[config.mk]
export PLATFORM = sky130hd
export DESIGN_NAME = lane_dispatch
export DESIGN_NICKNAME = d
export VERILOG_FILES = /design/src/rtl/lane_dispatch.sv
export SDC_FILE = /design/constraint.sdc
export NUM_CORES = 1
export LEC_CHECK = 0
export CAP_MARGIN = 25
export CORE_MARGIN = 1
export CORE_UTILIZATION = 41
export CTS_CLUSTER_DIAMETER = 40
export CTS_CLUSTER_SIZE = 24
export DETAILED_ROUTE_END_ITERATION = 8
export GPL_ROUTABILITY_DRIVEN = 0
export MAX_ROUTING_LAYER = met4
export PLACE_DENSITY = 0.77
export SYNTH_ARGS = -nofsm -noshare
export SYNTH_HDL_FRONTEND = slang
export SYNTH_SLANG_ARGS = --single-unit
[constraint.sdc]
create_clock -name clk -period 2.1 [get_ports clk]
set_input_delay 0.315 -clock clk [delete_from_list [all_inputs] [get_ports clk]]
set_output_delay 0.315 -clock clk [all_outputs]
set_load 0.03 [all_outputs]
[src/rtl/lane_dispatch.sv]
// lane_dispatch
//   Issue-side driver for the SIMD lanes. Accepts one decoded instruction via
//   instr_valid/instr_ready, then issues it to the lane array as a sequence of
//   beats, one per thread group. There are ceil(total_threads/NUM_THREADS)
//   beats. Every output is registered.
//
//   Optional feature: define LANE_DISPATCH_PERF_EN to add the perf_beats and
//   perf_stalls saturating counters.
//
// Ports
//   clk, rst                 clock; synchronous active-high reset
//   instr_valid/instr_ready  decode handshake (ready only in IDLE)
//   in_funct4, in_imm, in_ad1..3, in_is_int, in_is_float, in_we3
//                            instruction fields, latched on accept
//   total_threads            threads in launch, sampled on accept
//   stall                    lane stall: hold the current beat
//   issue_valid, threads, bIdx
//                            beat valid, active-thread mask, beat index
//   FUNCT4, IMM, AD1..3, is_int, is_float, WE3
//                            latched (sanitised) instruction fields
//   done                     one-cycle pulse when a launch completes
//   perf_beats, perf_stalls  (LANE_DISPATCH_PERF_EN only) event counters
//
// State  | meaning
// IDLE   | instr_ready=1; waiting for an instruction
// ISSUE  | driving beats; advance on each cycle without stall
module lane_dispatch #(
    parameter int NUM_THREADS = 4,
    parameter int BIDX_W      = 32,
    parameter int CNT_W       = 16
) (
    input  logic                   clk,
    input  logic                   rst,
    input  logic                   instr_valid,
    output logic                   instr_ready,
    input  logic [3:0]             in_funct4,
    input  logic [31:0]            in_imm,
    input  logic [4:0]             in_ad1,
    input  logic [4:0]             in_ad2,
    input  logic [4:0]             in_ad3,
    input  logic                   in_is_int,
    input  logic                   in_is_float,
    input  logic                   in_we3,
    input  logic [CNT_W-1:0]       total_threads,
    input  logic                   stall,
    output logic                   issue_valid,
    output logic [NUM_THREADS-1:0] threads,
    output logic [BIDX_W-1:0]      bIdx,
    output logic [3:0]             FUNCT4,
    output logic [31:0]            IMM,
    output logic [4:0]             AD1,
    output logic [4:0]             AD2,
    output logic [4:0]             AD3,
    output logic                   is_int,
    output logic                   is_float,
    output logic                   WE3,
    output logic                   done
`ifdef LANE_DISPATCH_PERF_EN
    ,
    output logic [31:0]            perf_beats,
    output logic [31:0]            perf_stalls
`endif
);

    typedef enum logic {
        IDLE  = 1'b0,
        ISSUE = 1'b1
    } state_t;

    localparam logic [CNT_W-1:0] NT = CNT_W'(NUM_THREADS);

    state_t                 state_q, state_d;
    logic                   iv_q, iv_d;
    logic [NUM_THREADS-1:0] thr_q, thr_d;
    logic [CNT_W-1:0]       beat_q, beat_d;
    logic [CNT_W-1:0]       last_q, last_d;
    logic [NUM_THREADS-1:0] fmask_q, fmask_d;
    logic [3:0]             funct4_q, funct4_d;
    logic [31:0]            imm_q, imm_d;
    logic [4:0]             ad1_q, ad1_d;
    logic [4:0]             ad2_q, ad2_d;
    logic [4:0]             ad3_q, ad3_d;
    logic                   is_int_q, is_int_d;
    logic                   is_float_q, is_float_d;
    logic                   we3_q, we3_d;
    logic                   done_q, done_d;

    // Launch geometry from the incoming total: index of the final beat and
    // the mask for that beat (a zero remainder means a full final group).
    logic [CNT_W-1:0]       last_in;
    logic [CNT_W-1:0]       rem_in;
    logic [NUM_THREADS-1:0] fmask_in;
    logic [CNT_W-1:0]       beat_nxt;

    always_comb begin
        last_in  = (total_threads - CNT_W'(1)) / NT;
        rem_in   = total_threads % NT;
        fmask_in = '0;
        for (int i = 0; i < NUM_THREADS; i++) begin
            fmask_in[i] = (rem_in == '0) || (CNT_W'(i) < rem_in);
        end
    end

    always_comb begin
        state_d    = state_q;
        iv_d       = iv_q;
        thr_d      = thr_q;
        beat_d     = beat_q;
        last_d     = last_q;
        fmask_d    = fmask_q;
        funct4_d   = funct4_q;
        imm_d      = imm_q;
        ad1_d      = ad1_q;
        ad2_d      = ad2_q;
        ad3_d      = ad3_q;
        is_int_d   = is_int_q;
        is_float_d = is_float_q;
        we3_d      = we3_q;
        done_d     = 1'b0;
        beat_nxt   = beat_q + CNT_W'(1);

        case (state_q)
            IDLE: begin
                if (instr_valid) begin
                    funct4_d   = in_funct4;
                    imm_d      = in_imm;
                    ad1_d      = in_ad1;
                    ad2_d      = in_ad2;
                    ad3_d      = in_ad3;
                    // Int wins over float; an untyped op must never write
                    // back, since the lane result would be garbage.
                    is_int_d   = in_is_int;
                    is_float_d = in_is_float & ~in_is_int;
                    we3_d      = in_we3 & (in_is_int | in_is_float);
                    last_d     = last_in;
                    fmask_d    = fmask_in;
                    beat_d     = '0;
                    if (total_threads == '0) begin
                        done_d = 1'b1;
                    end else begin
                        state_d = ISSUE;
                        iv_d    = 1'b1;
                        thr_d   = (last_in == '0) ? fmask_in : '1;
                    end
                end
            end
            ISSUE: begin
                if (!stall) begin
                    if (beat_q == last_q) begin
                        state_d = IDLE;
                        iv_d    = 1'b0;
                        thr_d   = '0;
                        done_d  = 1'b1;
                    end else begin
                        beat_d = beat_nxt;
                        thr_d  = (beat_nxt == last_q) ? fmask_q : '1;
                    end
                end
            end
            default: begin
                state_d = IDLE;
                iv_d    = 1'b0;
            end
        endcase
    end

    always_ff @(posedge clk) begin
        if (rst) begin
            state_q    <= IDLE;
            iv_q       <= 1'b0;
            thr_q      <= '0;
            beat_q     <= '0;
            last_q     <= '0;
            fmask_q    <= '0;
            funct4_q   <= '0;
            imm_q      <= '0;
            ad1_q      <= '0;
            ad2_q      <= '0;
            ad3_q      <= '0;
            is_int_q   <= 1'b0;
            is_float_q <= 1'b0;
            we3_q      <= 1'b0;
            done_q     <= 1'b0;
        end else begin
            state_q    <= state_d;
            iv_q       <= iv_d;
            thr_q      <= thr_d;
            beat_q     <= beat_d;
            last_q     <= last_d;
            fmask_q    <= fmask_d;
            funct4_q   <= funct4_d;
            imm_q      <= imm_d;
            ad1_q      <= ad1_d;
            ad2_q      <= ad2_d;
            ad3_q      <= ad3_d;
            is_int_q   <= is_int_d;
            is_float_q <= is_float_d;
            we3_q      <= we3_d;
            done_q     <= done_d;
        end
    end

    assign instr_ready = (state_q == IDLE);
    assign issue_valid = iv_q;
    assign threads     = thr_q;
    assign bIdx        = BIDX_W'(beat_q);
    assign FUNCT4      = funct4_q;
    assign IMM         = imm_q;
    assign AD1         = ad1_q;
    assign AD2         = ad2_q;
    assign AD3         = ad3_q;
    assign is_int      = is_int_q;
    assign is_float    = is_float_q;
    assign WE3         = we3_q;
    assign done        = done_q;

`ifdef LANE_DISPATCH_PERF_EN
    logic [31:0] perf_beats_q, perf_beats_d;
    logic [31:0] perf_stalls_q, perf_stalls_d;

    always_comb begin
        perf_beats_d  = perf_beats_q;
        perf_stalls_d = perf_stalls_q;
        if (iv_q && !stall && (perf_beats_q != '1)) begin
            perf_beats_d = perf_beats_q + 32'd1;
        end
        if (iv_q && stall && (perf_stalls_q != '1)) begin
            perf_stalls_d = perf_stalls_q + 32'd1;
        end
    end

    always_ff @(posedge clk) begin
        if (rst) begin
            perf_beats_q  <= '0;
            perf_stalls_q <= '0;
        end else begin
            perf_beats_q  <= perf_beats_d;
            perf_stalls_q <= perf_stalls_d;
        end
    end

    assign perf_beats  = perf_beats_q;
    assign perf_stalls = perf_stalls_q;
`endif

endmodule
==> results of run 1 <==
==> power by group <==
part | switching, mW | leakage [nW] | total [mW] | internal [mW]
Combinational | 0.590 | 2.21 | 1.10 | 0.509
Clock | 0.725 | 0.167 | 1.84 | 1.12
Sequential | 0.0653 | 0.789 | 1.96 | 1.89
Total | 1.38 | 3.17 | 4.90 | 3.52
==> cell type report <==
class	count	share of cell area
clock buffer	11	0.0318
clock inverter	5	0.0109
inverter	5	0.00236
multi-input combinational	469	0.364
sequential	95	0.244
tap	140	0.0221
timing repair buffer	284	0.325
==> routing by layer <==
layer / vias up / routed length (µm) / share of wire / GRT usage
met5: - / 0 / 0 / -
met4: 0 / 520 / 0.033 / 0.135
met3: 51 / 1020 / 0.064 / 0.0484
met2: 237 / 7970 / 0.50 / 0.451
met1: 2485 / 6380 / 0.40 / 0.316
li1: 2587 / - / - / -
==> worst paths after layout <==
| check | endpoint | slack [ns] | cells after the start |
|---|---|---|---|
| hold reg to reg | WE3 | 0.45 | 2 |
| setup / recovery | beat_q[2] | -0.26 | 8 |
| hold / removal | WE3 | 0.45 | 2 |
| setup reg to reg | beat_q[2] | -0.26 | 8 |
==> registers in the layout (all words and copies together) (netlist names), 4 cells and up <==
name     cells
fmask_q      4
AD3          5
last_q      14
beat_q      16
FUNCT4       4
IMM         32
AD2          5
threads      4
AD1          5
==> worst reg2reg max path, stage by stage (launching register included) <==
cell	delay, ns
dfxtp_2	0.34
nor2b_4	0.13
or4_4	0.51
or4_4	0.58
o21ai_4	0.17
buf_12	0.17
nor2_1	0.07
o21ai_1	0.15
a21oi_1	0.11
==> cell usage after synthesis (2+ instances only) <==
master	n
o41ai_1	2
a21oi_1	76
nand4_1	7
inv_1	5
xor2_1	16
and3_1	4
or2_2	2
clkbuf_1	31
nor3_1	15
o21a_1	3
nand3_1	13
o21ai_0	13
ha_1	4
xnor2_1	22
nor2b_1	4
or4_4	2
buf_1	2
nor2_1	50
a31o_2	3
nor4_1	13
or3_1	4
dfxtp_1	95
nand2_1	126
or4_1	6
a211oi_1	16
and4_1	2
o21ai_1	5
buf_6	2
buf_4	16
and2_1	3
nand3b_1	4
buf_2	2
nand2b_1	8
nand4b_1	2
a31oi_1	5
nor3b_1	2
a311oi_1	3
==> timing repair <==
item / CTS / global route
resized for setup: 40 / 28
setup endpoints to repair: 22 / 25
buffers inserted: 13 / 6
pin swaps: 20 / 23
==> through the flow <==
| step | power (mW) | worst slack, ns |
|---|---|---|
| global route | 5.10 | -0.330 |
| floorplan | 2.55 | -0.207 |
| detailed placement | 3.04 | -0.454 |
| CTS | 4.92 | -0.187 |
| finish | 4.90 | -0.258 |
| global placement | 3.02 | -0.356 |
==> cell families (layout without fill, tap and decap cells) <==
| logic type | Yosys count | after routing | share of synthesized area |
|---|---|---|---|
| xor+xnor | 38 | 38 | 0.0707 |
| mux | 1 | 1 | 0.00239 |
| flops | 95 | 95 | 0.404 |
| other cells | 1 | 16 | 0.000797 |
| compound gates | 140 | 140 | 0.179 |
| simple gates | 270 | 270 | 0.268 |
| fa+ha+maj | 4 | 4 | 0.0106 |
| buf+inv | 59 | 305 | 0.0644 |
==> flow_summary.json, run 1 <==
{
  "finalCritPeriodShare": 1.12,
  "pin_count": 167,
  "cp_num_buf_inv": 1,
  "path_common_cell": "or4_4",
  "critical_path.endpoint_type": "flop",
  "synth_top_area_cell": "dfxtp_1",
  "die_area_um2": 11900,
  "core_um2": 11000,
  "cts_root_buf": "clkbuf_16",
  "failed_checks": "negative setup slack",
  "arrival_ns": 2.58,
  "synth_edf_count": 0,
  "finalSetupViolations": 22,
  "slew_viol_final": 0,
  "grt_pass1_vias": 5230,
  "die_w_um": 109,
  "critPathTopFamily": "simple AND/OR/NAND/NOR gates",
  "synth_top_flop_cell": "dfxtp_1",
  "clk_latency_ns": 0.35,
  "cp.required_ns": 2.32,
  "final-hold-violation-count": 0,
  "whs_ns": 0.452,
  "multi_input_area_um2": 2890,
  "crit_start": "last_q[12]",
  "final_cell_mix": "clkdlybuf4s50_1 (145), nand2_1 (124), buf_4 (120)",
  "ys_seq_area_frac": 0.404,
  "grt-ovfl-total": 0,
  "path_cells": "nor2b_4 -> or4_4 -> or4_4 -> o21ai_4 -> buf_12 -> nor2_1 -> o21ai_1 -> a21oi_1",
  "min_path_type": "reg2reg",
  "drt-initial-drc-count": 441,
  "setup_tns_ns": -2.90,
  "crit_fanout": 18,
  "numPortBuffers": 150,
  "synthTopCellsByArea": "dfxtp_1 (40%), nand2_1 (10%), a21oi_1 (8.1%)",
  "initial_core_util": 0.426,
  "post_drt_wl_per_cell_um": 15.7,
  "syn_avg_cell_area_um2": 7.74,
  "finalWirelength_um": 15900,
  "p_per_area_nw_per_um2": 617,
  "final_common_cell": "clkdlybuf4s50_1",
  "stdcell_count": 1009,
  "max_freq_mhz": 424,
  "synth_seq_cells": 95,
  "worstHoldStart": "WE3",
  "fin_crit_ns": 2.36,
  "critPathMaxStageDelay_ns": 0.58,
  "cts_sinks": 95,
  "max-cap-violations": 0,
  "leakage_nw": 3.17,
  "path_clk_slew_ns": 0.07,
  "synthArstFlopShare": 0,
  "track_usage": 0.272,
  "vias_per_cell": 5.31,
  "numCtsBuffers": 9,
  "drive_gt1_frac": 0.251,
  "reg2reg_from": "last_q[12]",
  "final_area_um2": 7940,
  "htree_levels": 3,
  "vias": 5360,
  "skew_ns": 0.00441,
  "ir_drop_v": 0.000475,
  "syn_inst": 608,
  "setup_ws_ns": -0.258,
  "n_fill_cell": 851,
  "grt_setup_unrepaired": "yes",
  "drc": 0,
  "drtPass1Iterations": 5,
  "slew_headroom": 0.576,
  "die_h_um": 109,
  "slowest_stage": "or4_4",
  "hpwl_um": 11400,
  "dp_cells": 975,
  "max-clock-path-buffers": 2,
  "seq_area_um2": 1940,
  "final_util": 0.720,
  "grt_max_degree": 62,
  "antenna_found_initial": 0,
  "status": "finished with violations",
  "synth_warnings": 0,
  "ant_nets": 0,
  "startpoint_type": "flop",
  "rows": 38,
  "yosysTopAreaCellShare": 0.404,
  "netlist_area_um2": 4700,
  "grt_pass1_wl_um": 24600,
  "timing_worst_slew_pin_value_ns": 0.636,
  "path_class": "reg2reg",
  "syn2layout_area_growth_pct": 68.8,
  "yosysUniqueCellTypes": 57,
  "cts_tree": "built",
  "final_net_count": 942,
  "holdBufCountCts": 0,
  "post_dp_cell_area_um2": 7140,
  "n_antenna_cell": 0
}
(Power assumes the default switching activity.)
==> inputs of run 2 (changes only) <==
RECOVER_POWER = 100   (was not set)
==> run 2 against run 1 <==
Against the previous run: the flow still finishes with violations (negative setup slack); fmax about the same; via count up 0.39%; flip-flop and latch count unchanged; register-to-register slack about the same; critical path depth unchanged; die area unchanged.
==> flow_summary.json, run 2 (synthesis gave the netlist of run 1 again) <==
{
  "drtPass1Iterations": 4,
  "timing_worst_slew_pin_value_ns": 0.647,
  "final_cell_mix": "nand2_1 (124), buf_4 (118), dfxtp_1 (80)",
  "antenna_found_initial": 0,
  "slowest_stage": "or4_4",
  "fin_crit_ns": 2.36,
  "holdBufCountCts": 0,
  "slew_headroom": 0.569,
  "die_w_um": 109,
  "path_clk_slew_ns": 0.06,
  "path_common_cell": "or4_4",
  "ant_nets": 0,
  "final_common_cell": "nand2_1",
  "status": "finished with violations",
  "path_class": "reg2reg",
  "largest_reg_flops": 32,
  "core_um2": 11000,
  "drive_gt1_frac": 0.249,
  "setup_tns_ns": -2.98,
  "vias": 5381,
  "hpwl_um": 11400,
  "die_h_um": 109,
  "grt_max_degree": 62,
  "final_net_count": 942,
  "cts_root_buf": "clkbuf_16",
  "cts_tree": "built",
  "pin_count": 167,
  "p_per_area_nw_per_um2": 615,
  "die_area_um2": 11900,
  "cp.required_ns": 2.32,
  "drc": 0,
  "htree_levels": 3,
  "finalSetupViolations": 28,
  "slew_viol_final": 0,
  "setup_ws_ns": -0.260,
  "numCtsBuffers": 9,
  "dp_cells": 975,
  "failed_checks": "negative setup slack",
  "syn2layout_area_growth_pct": 68.2,
  "skew_ns": 0.00527,
  "final-hold-violation-count": 0,
  "vias_per_cell": 5.33,
  "critical_path.endpoint_type": "flop",
  "numPortBuffers": 150,
  "multi_input_area_um2": 2880,
  "crit_fanout": 18,
  "drt-initial-drc-count": 346,
  "grt_setup_unrepaired": "yes",
  "seq_area_um2": 1940,
  "n_fill_cell": 857,
  "ir_drop_v": 0.000473,
  "finalWirelength_um": 15900,
  "clk_latency_ns": 0.35,
  "grt_pass1_vias": 5230,
  "post_drt_wl_per_cell_um": 15.7,
  "max-clock-path-buffers": 2,
  "grt_pass1_wl_um": 24600,
  "startpoint_type": "flop",
  "path_cells": "nor2b_4 -> or4_4 -> or4_4 -> o21ai_4 -> buf_12 -> nor2_1 -> o21ai_1 -> a21oi_1",
  "max-cap-violations": 0,
  "initial_core_util": 0.426,
  "critPathMaxStageDelay_ns": 0.58,
  "finalCritPeriodShare": 1.12,
  "grt-ovfl-total": 0,
  "stdcell_count": 1009,
  "n_antenna_cell": 0,
  "max_freq_mhz": 424,
  "leakage_nw": 3.37,
  "cts_sinks": 95,
  "rows": 38,
  "min_path_type": "reg2reg",
  "arrival_ns": 2.58,
  "track_usage": 0.272
}
[run 2: critical path, delay by kind of cell, from the launching register on]
kind / cells / cell delay, ns
AO/OA/AOI/OAI: 3 / 0.43
AND/OR/NAND/NOR: 4 / 1.29
buffers and inverters: 1 / 0.17
flip-flops: 1 / 0.34
[run 2: layer usage]
metal	part of all wire	global-route usage	vias to the layer above
met4	0.031	0.135	0
li1	-	-	2590
met1	0.40	0.316	2510
met5	0	-	-
met3	0.066	0.0484	53
met2	0.51	0.451	228
[run 2: path summary, 6_finish.rpt]
path / from / endpoint / slack [ns] / cells past startpoint
hold / removal: IMM[21] / IMM[21] / 0.45 / 2
setup / recovery: last_q[12] / beat_q[2] / -0.26 / 8
hold reg to reg: IMM[21] / IMM[21] / 0.45 / 2
setup reg to reg: last_q[12] / beat_q[2] / -0.26 / 8
[run 2: per-stage QoR]
| stage | util | hold slack, ns | power [mW] | setup slack (ns) | area, µm² |
|---|---|---|---|---|---|
| final | 0.717 | 0.450 | 4.87 | -0.260 | 7910 |
| after global routing | 0.717 | 0.467 | 5.07 | -0.330 | 7910 |
| after CTS | 0.703 | 0.456 | 4.92 | -0.187 | 7750 |
| after detailed placement | 0.648 | 0.448 | 3.04 | -0.454 | 7140 |
| after global placement | 0.648 | 0.440 | 3.02 | -0.356 | 7140 |
| after floorplan | - | 0.432 | 2.55 | -0.207 | 4860 |
[run 2: what timing repair did]
item	in CTS	in global routing
endpoints found under the hold margin	0	0
gates resized for setup	40	28
endpoints found under the setup margin	22	25
pin swaps	20	23
buffers inserted	13	6
[run 2: cell type report]
type | count | share of cell area
clock buffer | 11 | 0.0319
clock inverter | 5 | 0.0109
inverter | 5 | 0.00237
multi-input combinational | 469 | 0.364
sequential | 95 | 0.245
tap | 140 | 0.0221
timing repair buffer | 284 | 0.324
[run 2: power by group]
part	internal, mW	total, mW	switching, mW
Sequential	1.89	1.96	0.0614
Combinational	0.477	1.07	0.590
Clock	1.12	1.85	0.728
